==> config.mk <==
export PLATFORM = sky130hd
export DESIGN_NAME = regfile_wb_arbiter
export DESIGN_NICKNAME = d
export VERILOG_FILES = /design/src/rtl/regfile_wb_arbiter_pkg.sv /design/src/rtl/rr_arbiter2.sv /design/src/rtl/regfile_wb_arbiter.sv
export SDC_FILE = /design/constraint.sdc
export NUM_CORES = 1
export LEC_CHECK = 0
export CORE_MARGIN = 8
export CORE_UTILIZATION = 49
export CTS_BUF_LIST = sky130_fd_sc_hd__clkbuf_4
export DETAILED_ROUTE_END_ITERATION = 8
export MAX_ROUTING_LAYER = met4
export PLACE_DENSITY = 0.83
export SLEW_MARGIN = 20
export SYNTH_ARGS = -nofsm -noshare
export SYNTH_HDL_FRONTEND = slang
export SYNTH_SLANG_ARGS = --single-unit
==> constraint.sdc <==
create_clock -name clk -period 2.2 [get_ports clk]
set_clock_uncertainty 0.05 [all_clocks]
set_input_delay 0.33 -clock clk [delete_from_list [all_inputs] [get_ports clk]]
set_output_delay 0.33 -clock clk [all_outputs]
set_load 0.05 [all_outputs]
==> src/rtl/regfile_wb_arbiter_pkg.sv <==
// Shared constants and types for the register-file writeback arbiter.
// Provides the default address/data widths, the x0 register index and
// the requester index enum used by the arbiter and its round-robin core.
package regfile_wb_arbiter_pkg;

  localparam int ADDR_W   = 5;
  localparam int DATA_W   = 32;
  localparam int REG_ZERO = 0;

  typedef enum logic {
    REQ_ALU  = 1'b0,
    REQ_LOAD = 1'b1
  } req_e;

endpackage

==> src/rtl/rr_arbiter2.sv <==
// Two-input round-robin grant with a last-grant pointer flop.
// Latency: grant is combinational from valid; pointer moves on a completed transfer.
// Backpressure: a non-granted requester simply sees grant low and holds its request.
// Ports: clk/rst (async active-low), valid[1:0] requests, grant[1:0] one-hot grant.
module rr_arbiter2
  import regfile_wb_arbiter_pkg::*;
(
  input  logic       clk,
  input  logic       rst,
  input  logic [1:0] valid,
  output logic [1:0] grant
);

  req_e last;

  // A grant is only ever raised with its own valid, so any grant bit set
  // means a transfer completes at the next edge.
  always_comb begin
    grant    = 2'b00;
    grant[0] = valid[0] && (!valid[1] || (last == REQ_LOAD));
    grant[1] = valid[1] && (!valid[0] || (last == REQ_ALU));
  end

  // Reset to REQ_LOAD so the ALU requester wins the first contest.
  always_ff @(posedge clk or negedge rst) begin
    if (!rst) begin
      last <= REQ_LOAD;
    end else if (grant[0]) begin
      last <= REQ_ALU;
    end else if (grant[1]) begin
      last <= REQ_LOAD;
    end
  end

endmodule

==> src/rtl/regfile_wb_arbiter.sv <==
// Owns the register-file write port: arbitrates ALU/load writebacks and tracks pending writes.
// Latency: one cycle from accepted writeback to rf_we/rf_addr/rf_wd; one write per cycle sustained.
// Backpressure: wbN_ready is the round-robin grant; iss_ready drops when a register's pending count saturates.
// Ports: clk/rst (async active-low); iss_* issue handshake; q_rs1/q_rs2/q_stall hazard query;
//        wb0_* (ALU) and wb1_* (load) writeback requests; rf_we/rf_addr/rf_wd to the register file.
module regfile_wb_arbiter #(
  parameter int ADDR_W   = regfile_wb_arbiter_pkg::ADDR_W,
  parameter int DATA_W   = regfile_wb_arbiter_pkg::DATA_W,
  parameter int NUM_REGS = 2 ** ADDR_W,
  parameter int CNT_W    = 2
) (
  input  logic              clk,
  input  logic              rst,
  input  logic              iss_valid,
  input  logic [ADDR_W-1:0] iss_rd,
  output logic              iss_ready,
  input  logic [ADDR_W-1:0] q_rs1,
  input  logic [ADDR_W-1:0] q_rs2,
  output logic              q_stall,
  input  logic              wb0_valid,
  input  logic [ADDR_W-1:0] wb0_rd,
  input  logic [DATA_W-1:0] wb0_data,
  output logic              wb0_ready,
  input  logic              wb1_valid,
  input  logic [ADDR_W-1:0] wb1_rd,
  input  logic [DATA_W-1:0] wb1_data,
  output logic              wb1_ready,
  output logic              rf_we,
  output logic [ADDR_W-1:0] rf_addr,
  output logic [DATA_W-1:0] rf_wd
);

  import regfile_wb_arbiter_pkg::*;

  localparam logic [ADDR_W-1:0] RZ      = ADDR_W'(REG_ZERO);
  localparam logic [CNT_W-1:0]  CNT_MAX = '1;

  logic [1:0]        grant;
  logic              xfer;
  logic [ADDR_W-1:0] sel_rd;
  logic [DATA_W-1:0] sel_data;
  logic              iss_inc;
  logic [CNT_W-1:0]  cnt [NUM_REGS];

  rr_arbiter2 u_arb (
    .clk   (clk),
    .rst   (rst),
    .valid ({wb1_valid, wb0_valid}),
    .grant (grant)
  );

  assign wb0_ready = grant[0];
  assign wb1_ready = grant[1];
  assign xfer      = |grant;
  assign sel_rd    = grant[1] ? wb1_rd   : wb0_rd;
  assign sel_data  = grant[1] ? wb1_data : wb0_data;

  // Writebacks to x0 are consumed but never reach the register file, so
  // they also never decrement a counter.
  always_ff @(posedge clk or negedge rst) begin
    if (!rst) begin
      rf_we   <= 1'b0;
      rf_addr <= '0;
      rf_wd   <= '0;
    end else begin
      rf_we <= xfer && (sel_rd != RZ);
      if (xfer) begin
        rf_addr <= sel_rd;
        rf_wd   <= sel_data;
      end
    end
  end

  // Saturation check ignores a same-cycle decrement to keep the ready path
  // independent of the output register.
  assign iss_ready = (iss_rd == RZ) || (cnt[iss_rd] != CNT_MAX);
  assign iss_inc   = iss_valid && iss_ready && (iss_rd != RZ);

  for (genvar r = 0; r < NUM_REGS; r++) begin : g_cnt
    logic inc;
    logic dec;

    assign inc = iss_inc && (iss_rd == ADDR_W'(r));
    // Decrement on the same edge the register file commits the write.
    assign dec = rf_we && (rf_addr == ADDR_W'(r));

    always_ff @(posedge clk or negedge rst) begin
      if (!rst) begin
        cnt[r] <= '0;
      end else if (inc && !dec) begin
        cnt[r] <= cnt[r] + CNT_W'(1);
      end else if (dec && !inc && (cnt[r] != '0)) begin
        cnt[r] <= cnt[r] - CNT_W'(1);
      end
    end
  end

  assign q_stall = ((q_rs1 != RZ) && (cnt[q_rs1] != '0)) ||
                   ((q_rs2 != RZ) && (cnt[q_rs2] != '0));

endmodule

==> run summary, run 1 <==
Final slew viol count - 0
Crit path max fanout - 4
Share of layout cells above drive strength 1 - 21.38%
Vias - 7,692
Initial Util - 49.63%
Core area - 0.01437 sq mm
Sequential-to-total area share from yosys stat - 35.46%
DR WL/cell - 18.76 um
Failing checks - setup timing
Max Fclk - 362.3 MHz
Vias in the first global route - 7,593
Final HPWL DP - 18.33 mm
Mapped Area - 0.007131 sq mm
Async SR Flop Fraction - 100.0%
Global Route Usage Sum - 26.61%
Outcome - finished, violations left
Num CTS Buffers - 9
Final Hold Vio Count - 0
First-pass GRT wire length - 38.17 mm
Overflow after GRT - 0
PortBufs - 135
Clk slew on worst S/H paths - 170 ps
CP required - 1820 ps
DRT iter0 DRCs - 729
CTS H-Tree Depth - 3
Die area - 0.01867 sq mm
Primary FF master, synth - dfrtp_1
Syn Nets - 933
Synth cell types - 64
Syn_area_per_cell - 8.499 sq um
Startpoint Class - flop
Routed Antenna Nets - 0
VDD IR max - 0.4516 mV
Drt first pass iters - 5
Die Span Y - 136.6 um
Post-CTS setup buffers - 0
Tmin final - 2760 ps
Nets - 1,165
Most frequent cells in the layout - 130 x buf_4, 118 x clkdlybuf4s50_1, 96 x dfrtp_1, 86 x nor2_1, 82 x nand2_1
PD cells - 758.2 mW/mm^2
Die Wd - 136.6 um
DRC - 0
Ys Warns - 0
Max-Slew Margin vs Limit - 61.65%
Num ports - 136
Layout area overhead - 38.09%
# Max-Cap Violations - 0
Initial antenna violation count - 1
Fill count - 1,107
Actual slew at the worst max-slew pin - 574.3 ps
CTS tree - yes
Setup WS post-layout - -560.0 ps
Tcrit/Tclk final - 125.5%
Most common cell after layout, fill and taps aside - buf_4
# setup viols final - 3
RSZ-0062 raised after global routing - yes
Hold Crit Class - input pin to flop
CTS max path bufs - 2
Crit Path Category - flop to primary output
Routability cong. - 0.9802
#FFs+latches synth - 101
Leakage - 4.041 nW
FF+latch area - 0.002534 sq mm
Wirelength, routed - 23.65 mm
Clock Sinks - 101
Latest clock arrival within the worst-skew pair - 500 ps
Utilization after layout - 68.53%
Reg2reg setup slack - -10 ps
Syn Inst Count - 839
Arr. time, crit path - 2380 ps
Routed vias/inst - 6.100
Largest net degree at the start of global routing - 97
Cell row count - 44
Total power - 7.466 mW
CTS root buffer - clkbuf_4
Multi-input gate area - 0.004352 sq mm
CP endpoint kind - primary output
Post-synth EDFFs - 0
-- critical path, stage by stage, from the launching register on --
cell,delay [ps]
dfrtp_2,480
mux2_4,270
mux4_2,460
nor3b_2,170
a211oi_1,180
a311o_2,180
buf_8,150
-- flip-flops by register name, indices dropped and copies added, names as in the netlist --
register / flops
cnt: 62
rf_wd: 32
rf_addr: 5
rf_we: 1
u_arb.last: 1
-- power breakdown --
part           switching [mW]  total (mW)  internal (mW)  leakage (nW)
sequential              0.379        2.68           2.30          1.12
clock                   0.691       0.947          0.256        0.0662
combinational            2.05        3.84           1.79          2.85
total                    3.12        7.47           4.35          4.04
-- path summary, 6_finish.rpt --
check,startpoint,to,cells after the start
max in group asynchronous,rst,cnt[38],3
hold reg to reg,cnt[4],cnt[4],2
min in group asynchronous,rst,cnt[18],2
setup / recovery,cnt[38],iss_ready,6
hold / removal,wb1_valid,u_arb.last,3
setup reg to reg,cnt[38],cnt[48],6
-- logic make-up after synthesis --
kind of cell	Yosys count	synth area share (%)
compound gates	263	24.69
xor+xnor	28	3.439
buf+inv	95	5.176
flops	101	35.46
mux	52	10.88
simple gates	300	20.35
-- synth_stat cells, types with 8 or more instances --
| cell type | n | area [sq um] |
|---|---|---|
| nand2_1 | 83 | 311.6 |
| o21ai_0 | 28 | 140.1 |
| nor2_1 | 88 | 330.3 |
| a22o_1 | 16 | 140.1 |
| and2_1 | 8 | 50.05 |
| nand3_1 | 37 | 185.2 |
| a21oi_1 | 60 | 300.3 |
| nor3_1 | 22 | 110.1 |
| xnor2_1 | 26 | 227.7 |
| clkbuf_1 | 39 | 146.4 |
| o21bai_1 | 19 | 142.6 |
| o22ai_1 | 35 | 219.0 |
| dfrtp_1 | 100 | 2502 |
| mux4_2 | 19 | 427.9 |
| mux2i_1 | 19 | 190.2 |
| nor3b_1 | 8 | 60.06 |
| inv_1 | 48 | 180.2 |
| a22oi_1 | 15 | 112.6 |
| a31oi_1 | 36 | 225.2 |
| mux2_2 | 14 | 157.7 |
-- stage by stage --
stage               setup slack, ps  area (sq um)  instances  hold WS (ps)  TNS [ps]
CTS                          -580.5          9822       1260         46.50     -1054
floorplan                    -123.7          7172        839        -15.59    -228.5
finish                       -560.0          9847       1261         70.83     -1043
global route                 -630.0          9847       1261         43.05     -1364
detailed placement           -724.6          9599       1243         313.6    -19840
global placement             -667.0          9599       1243         309.4    -16820
-- repair_timing --
action	CTS	global route
cloned	0	0
pin swaps	7	5
hold buffers	1	0
setup endpoints to repair	15	17
endpoints found under the hold margin	37	0
gates resized for setup	24	10
-- cell type report --
class | count | share of cell area, %
Inverter | 49 | 1.868
Tap cell | 184 | 2.338
Clock buffer | 10 | 0.7624
Timing Repair Buffer | 267 | 24.60
Sequential cell | 101 | 25.73
Clock inverter | 6 | 0.4828
Antenna cell | 1 | 0.02541
Multi-Input combinational cell | 643 | 44.19
-- per-layer routing --
layer  track usage [%]  part of all wire [%]
met5                 -                     0
met4             7.322                   2.3
met3             8.370                   9.9
met2             42.30                    47
met1             32.02                    41
(Power assumes the default switching activity.)
==> run 2: changes to the inputs <==
Settings changed: CORE_UTILIZATION 49 to 25, MAX_ROUTING_LAYER met4 to default, PLACE_DENSITY 0.83 to 0.5.
==> run summary, run 2 (same netlist as run 1, synthesis figures left out) <==
Cell row count - 62 (was 44)
# Max-Cap Violations - 0 (unchanged)
Leakage - 4.103 nW (was 4.041 nW)
PortBufs - 135 (unchanged)
Num CTS Buffers - 9 (unchanged)
Dpl cell area - 0.009925 sq mm (was 0.009599 sq mm)
Startpoint Class - input pin (was flop)
Core area - 0.02839 sq mm (was 0.01437 sq mm)
Num ports - 136 (unchanged)
CTS H-Tree Depth - 3 (unchanged)
Hold Crit Endpoint - u_arb.last (unchanged)
Sequential share of power - 35.0% (was 35.9%)
Routability cong. - 0.8528 (was 0.9802)
Final slew viol count - 0 (unchanged)
RR Endpoint - cnt[48] (unchanged)
Clock power frac - 14.3% (was 12.7%)
Arr. time, crit path - 2340 ps (was 2380 ps)
Outcome - finished, violations left (unchanged)
CTS tree - yes (unchanged)
Failing checks - setup timing (unchanged)
Actual slew at the worst max-slew pin - 553.8 ps (was 574.3 ps)
Max Fclk - 367.1 MHz (was 362.3 MHz)
Final Hold Vio Count - 0 (unchanged)
Clock Sinks - 101 (unchanged)
# setup viols final - 2 (was 3)
CTS root buffer - clkbuf_4 (unchanged)
Reg2reg setup slack - 20 ps (was -10 ps)
Global Route Usage Sum - 14.93% (was 26.61%)
Worst hold stages - 3 (unchanged)
Crit path max fanout - 8 (was 4)
DRT iter0 DRCs - 520 (was 729)
Tcrit/Tclk final - 123.8% (was 125.5%)
DR WL/cell - 17.30 um (was 18.76 um)
Largest net degree at the start of global routing - 97 (unchanged)
Regs by FF count - cnt x62, rf_wd x32, rf_addr x5 (unchanged)
Placed insts - 1,452 (was 1,243)
Share of layout cells above drive strength 1 - 22.89% (was 21.38%)
Initial Util - 25.11% (was 49.63%)
CP endpoint kind - primary output (unchanged)
Crit Path Category - input pin to primary output (was flop to primary output)
Fin Setup TNS - -1031 ps (was -1043 ps)
DRC - 0 (unchanged)
CTS max path bufs - 2 (unchanged)
Initial antenna violation count - 1 (unchanged)
PD cells - 753.2 mW/mm^2 (was 758.2 mW/mm^2)
R2R cell count - 7 (was 6)
Die area - 0.03418 sq mm (was 0.01867 sq mm)
Die Span Y - 184.9 um (was 136.6 um)
Power Internal - 4.507 mW (was 4.348 mW)
VDD IR max - 0.3045 mV (was 0.4516 mV)
Clk slew on worst S/H paths - 200 ps (was 170 ps)
Max reg flops - 62 (unchanged)
Wirelength, routed - 25.50 mm (was 23.65 mm)
Hold_sp - wb1_valid (unchanged)
Multi-input gate area - 0.004350 sq mm (was 0.004352 sq mm)
Setup WS post-layout - -523.7 ps (was -560.0 ps)
Nets - 1,177 (was 1,165)
Overflow after GRT - 0 (unchanged)
Sw Ratio - 41.43% (was 41.77%)
Max-Slew Margin vs Limit - 62.61% (was 61.65%)
Fill count - 2,934 (was 1,107)
Latest clock arrival within the worst-skew pair - 490 ps (was 500 ps)
RSZ-0062 raised after global routing - yes (unchanged)
Drt first pass iters - 5 (unchanged)
Vias - 7,292 (was 7,692)
Vias in the first global route - 7,316 (was 7,593)
Net Sw Power - 3.189 mW (was 3.119 mW)
Tmin final - 2724 ps (was 2760 ps)
Die Wd - 184.9 um (was 136.6 um)
Hold Worst Slack - 79.54 ps (was 70.83 ps)
Combinational power share - 50.8% (was 51.4%)
Hold Crit Class - input pin to flop (unchanged)
RR Startpoint - cnt[38] (unchanged)
Layout area overhead - 43.29% (was 38.09%)
Largest register by flop count - cnt (unchanged)
Final HPWL DP - 20.10 mm (was 18.33 mm)
Final instance area - 0.01022 sq mm (was 0.009847 sq mm)
FF+latch area - 0.002534 sq mm (unchanged)
Finished Layout Cells - 1,474 (was 1,261)
First-pass GRT wire length - 40.08 mm (was 38.17 mm)
CP required - 1820 ps (about the same)
Most common cell after layout, fill and taps aside - buf_4 (unchanged)
Most frequent cells in the layout - 144 x buf_4, 119 x clkdlybuf4s50_1, 96 x dfrtp_1, 84 x nor2_1, 80 x nand2_1 (was 130 x buf_4, 118 x clkdlybuf4s50_1, 96 x dfrtp_1, 86 x nor2_1, 82 x nand2_1)
Routed vias/inst - 4.947 (was 6.100)
Routed Antenna Nets - 0 (unchanged)
-- run 2: worst max-delay path: stages --
cell and delay (ps):
clkdlybuf4s50_1 510, buf_12 140, mux4_2 510, mux2i_2 190
a211oi_2 90, a311o_2 400, buf_8 160
-- run 2: final cells by class --
class | instances | area share (%)
Clock buffer | 9 | 0.6613
Antenna cell | 2 | 0.04898
Clock inverter | 7 | 0.7837
Tap cell | 384 | 4.702
Inverter | 49 | 1.800
Multi-Input combinational cell | 643 | 42.58
Timing Repair Buffer | 279 | 24.63
Sequential cell | 101 | 24.80
-- run 2: through the flow --
| step | setup WS (ps) | power, mW | utilization [%] |
|---|---|---|---|
| 2_1_floorplan | -123.7 | 4.730 | - |
| 3_3_place_gp | -664.3 | 6.492 | 34.96 |
| 3_5_place_dp | -657.6 | 6.499 | 34.96 |
| 4_1_cts | -559.5 | 7.695 | 35.73 |
| 5_1_grt | -621.0 | 8.184 | 35.99 |
| 6_report | -523.7 | 7.696 | 35.99 |
-- run 2: power groups by stage --
stage / Clock, mW / Combinational (mW) / Sequential, mW
6_report: 1.10 / 3.91 / 2.69
5_1_grt: 1.21 / 4.22 / 2.75
4_1_cts: 1.16 / 3.85 / 2.68
3_5_place_dp: 0 / 3.78 / 2.71
3_3_place_gp: 0 / 3.77 / 2.72
2_1_floorplan: 0 / 1.62 / 3.11
-- run 2: metal layers --
metal,track usage [%],up-vias,share of wire (%)
li1,-,3580,-
met3,5.571,20,9.6
met2,22.53,258,42
met5,0,-,0
met1,20.01,3434,47
met4,3.297,0,1.2
-- run 2: worst max path at each step --
stage	slack [ps]	to	start
after floorplan	-120	iss_ready	iss_rd[3]
after global placement	-660	iss_ready	iss_rd[3]
after detailed placement	-660	iss_ready	iss_rd[3]
after CTS	-560	iss_ready	cnt[38]
after global routing	-620	q_stall	cnt[32]
final	-520	iss_ready	iss_rd[1]
-- run 2: timing repair --
| item | in CTS | in global routing |
|---|---|---|
| setup buffers | 2 | 2 |
| setup endpoints to repair | 11 | 13 |
| gates resized for setup | 13 | 17 |
| pin swaps | 8 | 2 |
| hold endpoints to repair | 61 | 0 |
| hold buffers | 1 | 0 |
